$ cat src/rtl/simple_spi_master.sv
// simple_spi_master: single-word SPI master with a mode-0 core and CPOL inversion.
// All pins are registered; MISO is sampled on the last cycle of each SCK high phase.
module simple_spi_master #(
    parameter int unsigned WIDTH       = 32,
    parameter logic        CPOL        = 1'b0,
    parameter int unsigned HALF_PERIOD = 4
) (
    input  logic             system_clk,
    input  logic             system_nrst,
    input  logic             start,
    input  logic [WIDTH-1:0] value_mosi,
    output logic [WIDTH-1:0] value_miso,
    output logic             busy,
    output logic             done,
    output logic             pin_ncs,
    output logic             pin_clk,
    output logic             pin_mosi,
    input  logic             pin_miso
);
    localparam int TW = $clog2(HALF_PERIOD + 1);
    localparam int BW = $clog2(WIDTH + 1);
    localparam logic [TW-1:0] T_LOAD = TW'(HALF_PERIOD - 1);
    localparam logic [BW-1:0] N_BITS = BW'(WIDTH);

    typedef enum logic [2:0] {
        IDLE,
        SETUP,
        SCK_HIGH,
        SCK_LOW,
        GAP
    } state_t;

    state_t           state;
    state_t           state_nx;
    logic [TW-1:0]    tmr;
    logic [BW-1:0]    bits;
    logic [WIDTH-1:0] shreg;
    logic             last;
    logic             ncs_d;
    logic             clk_d;
    logic             mosi_d;
    logic             busy_d;
    logic             done_d;

    assign last = (tmr == '0);

    always_ff @(posedge system_clk or negedge system_nrst) begin
        if (!system_nrst) begin
            state <= IDLE;
        end else begin
            state <= state_nx;
        end
    end

    always_comb begin
        state_nx = state;
        unique case (state)
            IDLE:     if (start) state_nx = SETUP;
            SETUP:    if (last) state_nx = SCK_HIGH;
            SCK_HIGH: if (last) state_nx = SCK_LOW;
            SCK_LOW:  if (last) state_nx = (bits < N_BITS) ? SCK_HIGH : GAP;
            GAP:      if (last) state_nx = IDLE;
            default:  state_nx = IDLE;
        endcase
    end

    // Pin values are derived from the next state so they switch with it.
    always_comb begin
        ncs_d  = !(state_nx inside {SETUP, SCK_HIGH, SCK_LOW});
        clk_d  = (state_nx == SCK_HIGH) ^ CPOL;
        busy_d = (state_nx != IDLE);
        done_d = (state_nx == GAP) && (state != GAP);
        mosi_d = pin_mosi;
        if (state == IDLE && state_nx == SETUP) begin
            mosi_d = value_mosi[WIDTH-1];
        end else if (state == SCK_HIGH && state_nx == SCK_LOW) begin
            mosi_d = shreg[WIDTH-2];
        end
    end

    always_ff @(posedge system_clk or negedge system_nrst) begin
        if (!system_nrst) begin
            pin_ncs    <= 1'b1;
            pin_clk    <= CPOL;
            pin_mosi   <= 1'b0;
            busy       <= 1'b0;
            done       <= 1'b0;
            value_miso <= '0;
            shreg      <= '0;
            tmr        <= '0;
            bits       <= '0;
        end else begin
            pin_ncs  <= ncs_d;
            pin_clk  <= clk_d;
            pin_mosi <= mosi_d;
            busy     <= busy_d;
            done     <= done_d;
            if (state_nx != state) begin
                tmr <= T_LOAD;
            end else if (!last) begin
                tmr <= tmr - 1'b1;
            end
            if (state == IDLE && start) begin
                shreg <= value_mosi;
                bits  <= '0;
            end else if (state == SCK_HIGH && last) begin
                shreg <= {shreg[WIDTH-2:0], pin_miso};
                bits  <= bits + 1'b1;
            end
            if (done_d) begin
                value_miso <= shreg;
            end
        end
    end

endmodule

$ cat config.mk
export PLATFORM = sky130hd
export DESIGN_NAME = simple_spi_master
export DESIGN_NICKNAME = d
export VERILOG_FILES = /design/src/rtl/simple_spi_master.sv
export SDC_FILE = /design/constraint.sdc
export NUM_CORES = 1
export LEC_CHECK = 0
export CAP_MARGIN = 20
export CORE_AREA = 2 2 85 87
export DETAILED_ROUTE_END_ITERATION = 16
export DIE_AREA = 0 0 87 89
export PLACE_DENSITY = 0.82
export SLEW_MARGIN = 20
export SYNTH_ARGS = -nofsm -noshare
export SYNTH_HDL_FRONTEND = slang
export SYNTH_SLANG_ARGS = --single-unit
$ cat constraint.sdc
create_clock -name system_clk -period 6.4 [get_ports system_clk]
set_input_delay 0.96 -clock system_clk [delete_from_list [all_inputs] [get_ports system_clk]]
set_output_delay 0.96 -clock system_clk [all_outputs]
set_load 0.01 [all_outputs]
==> out/results.txt <==
Share of cells above drive strength 1: 17.63%
Slowest stage cell, crit path: or4b_2
Drc violations: 0
Worst hold path endpoint: shreg[31]
DRT iter0 DRCs: 155
Grt ovf: 0
WHS: 0.4863 ns
Root buf cell: clkbuf_8
Synth top area cells: dfrtp_1 (55%), mux2_4 (12%), a221o_1 (4.1%), o32a_1 (3.3%), and2_1 (2.6%)
Avg Cell Area, Syn: 13.16 µm²
CTS tree: yes
Vias in the first global route: 2,496
Post-cts resize count: 0
Worst-Skew Late Latency: 0.35 ns
Maximum number of pins on one net before global-route repair: 82
DR vias: 2,464
Initial antenna violation count: 0
Post-synth top area cell: dfrtp_1
CP Cell Sequence: clkdlybuf4s50_1 > or4b_2 > o21ai_2 > o221a_2
Drt total wl: 7453 µm
CTS Buf Count: 9
Post-CTS setup buffers: 0
Fill cells: 472
Mapped Cells: 276
Crit path max-delay family: simple AND/OR/NAND/NOR gates
CP max FO: 25
Detail Route met2 WL: 3634 µm
Pwr dens: 441.7 nW/µm²
Setup TNS: 0 ns
Fmax: 355.1 MHz
Setup violators final: 0
Antenna viol nets, final: 0
Mapped Area: 3632 µm²
Initial DRT Pass Iterations: 4
MaxCap Viol Count: 0
Area Overhead vs Synth: 25.39%
H-tree depth: 3
Post-route cell area: 4554 µm²
Fraction of registers with async set/reset: 100.0%
Initial Utilization: 54.06%
Metal3 WL: 312 µm
Die ar.: 7743 µm²
Hold buffers post-CTS: 0
First-pass GRT wire length: 12,300 µm
Die width: 87 µm
Die H: 89 µm
Slew HR: 39.60%
RR Endpoint: bits[1]
Placed insts: 410
Min cycle time layout: 2.816 ns
Post-placement cell area: 4344 µm²
Ys Warns: 0
Pins Over Slew Limit: 0
Library cells used by synthesis: 42
WHS Path Cells: 1
Length in cells of the worst reg-to-reg path: 5
Worst-path clk slew: 0.09 ns
Crit. End Element: flip-flop
Vias per inst: 5.784
Detailed placer's ending HPWL: 4846 µm
Final Hold Fails: 0
Yosys reg bits: 81
M1 WL: 3420 µm
Worst-case vdd ir drop: 0.1744 mV
Worst r2r src: tmr[0]
Hold path startpoint: shreg[31]
Post-synth EDFFs: 0
Buf+Inv Stages, Crit Path: 1
Post-synth top area share: 55.12%
NumNets Final: 380
CP startpoint kind: input port
Outcome: finished clean
Crit Path Class: input port to flip-flop
Arr. time, crit path: 3.10 ns
Slew of the pin with the lowest slew margin: 0.9032 ns
Sequential share of the synthesized area: 55.84%
Core box area: 6719 µm²
Setup Skew: 0.008699 ns
Port-buffer cells: 72
Critical Path Max Stage Delay: 0.90 ns
Tcrit/Tclk final: 44.01%
Max layer used: met4
Path category of the worst min-delay check: flip-flop to flip-flop
Io pins: 73
Total GRT Usage: 20.71%
Final Non-Filler Cells: 426
Leak pwr: 2.064 nW
Synthesized net count: 315
Post-synth top flop: dfrtp_1
Reg-to-reg slack, setup: 3.89 ns
Clock buffer depth: 2
RSZ-0062 raised after global routing: false
DR WL/cell: 17.50 µm
Routability cong.: 0.8108
Row cnt: 30
Worst Path Required: 6.68 ns
Antenna cells: 0
Sink Count: 81
-- logic make-up (layout without fill, tap and decap cells) --
| kind of cell | count (synthesis) | after routing | share of synthesized area (%) |
|---|---|---|---|
| flip-flops | 81 | 81 | 55.84 |
| AND/OR/NAND/NOR | 59 | 59 | 9.404 |
| AO/OA/AOI/OAI | 67 | 67 | 15.09 |
| multiplexers | 38 | 38 | 14.47 |
| adder cells (fa/ha/maj) | 3 | 3 | 1.034 |
| buffers and inverters | 28 | 98 | 4.168 |
-- how the worst max path moves through the flow --
stage | from | endpoint | slack (ns) | cells after the start
after detailed placement | start | shreg[2] | 3.26 | 4
final | start | shreg[2] | 3.58 | 4
after floorplan | start | shreg[5] | 4.15 | 5
after global routing | start | shreg[2] | 3.50 | 4
after global placement | start | shreg[2] | 3.30 | 4
after CTS | tmr[0] | bits[1] | 3.56 | 5
-- layout make-up --
cell class / count / area, µm² / share of cell area, %
Clock inverter: 7 / 80.08 / 1.758
Clock buffer: 9 / 123.9 / 2.720
Tap cell: 80 / 100.1 / 2.198
Timing Repair Buffer: 74 / 737.0 / 16.18
Multi-Input combinational cell: 167 / 1455 / 31.95
Inverter: 8 / 30.03 / 0.6593
Sequential cell: 81 / 2028 / 44.53
-- cells in the final DEF, fill, tap and decap left out, drive strengths merged, types with 2 or more instances in the layout --
cell           Yosys  final
dfrtp             80     80
clkdlybuf4s50      0     71
mux2              32     32
and2              15     15
a221o             15     15
o32a              12     12
o21a              12     12
nand2             11     11
clkbuf             8      9
inv                8      9
a21oi              8      8
mux2i              6      6
nor2               6      6
nand3              5      5
o21ai              5      5
nand2b             4      4
nor3               4      4
or2                3      3
or3                3      3
a31oi              3      3
a21o               3      3
ha                 3      3
clkinv             0      3
buf               12      3
o32ai              2      2
clkinvlp           0      2
-- metal layers --
layer | GRT usage, % | vias up
met3 | 4.709 | 7
met2 | 32.82 | 70
met1 | 28.51 | 1236
met4 | 6.818 | 0
li1 | - | 1151
met5 | 0 | -
-- registers in the layout, summed over array words and instances (netlist names) --
name	cells
pin_clk	1
bits	6
pin_ncs	1
busy	1
shreg	32
state	3
value_miso	32
pin_mosi	1
done	1
tmr	3
-- metrics by stage --
step	total power, mW	utilization, %	setup WS, ns
2_1_floorplan	1.327	-	4.150
3_3_place_gp	1.602	64.66	3.296
3_5_place_dp	1.640	64.66	3.256
4_1_cts	2.026	67.69	3.558
5_1_grt	2.134	67.78	3.502
6_report	2.012	67.78	3.584
-- report_power, final --
group	switching [mW]	total [mW]	internal (mW)	leakage, nW
combinational	0.294	0.731	0.437	0.945
sequential	0.173	0.902	0.730	1.02
clock	0.195	0.379	0.183	0.0960
-- cells in the mapped netlist, types with 3 or more instances --
| library cell | number |
|---|---|
| a21o_1 | 3 |
| a21oi_1 | 8 |
| a221o_1 | 15 |
| a31oi_1 | 3 |
| and2_1 | 15 |
| buf_2 | 7 |
| buf_6 | 5 |
| clkbuf_1 | 8 |
| dfrtp_1 | 80 |
| ha_1 | 3 |
| inv_1 | 8 |
| mux2_2 | 4 |
| mux2_4 | 28 |
| mux2i_1 | 6 |
| nand2_1 | 11 |
| nand2b_1 | 4 |
| nand3_1 | 5 |
| nor2_1 | 6 |
| nor3_1 | 4 |
| o21a_1 | 12 |
| o21ai_0 | 4 |
| o32a_1 | 12 |
| or2_2 | 3 |
| or3_1 | 3 |
Note: power is estimated with default switching activity, not from simulation.
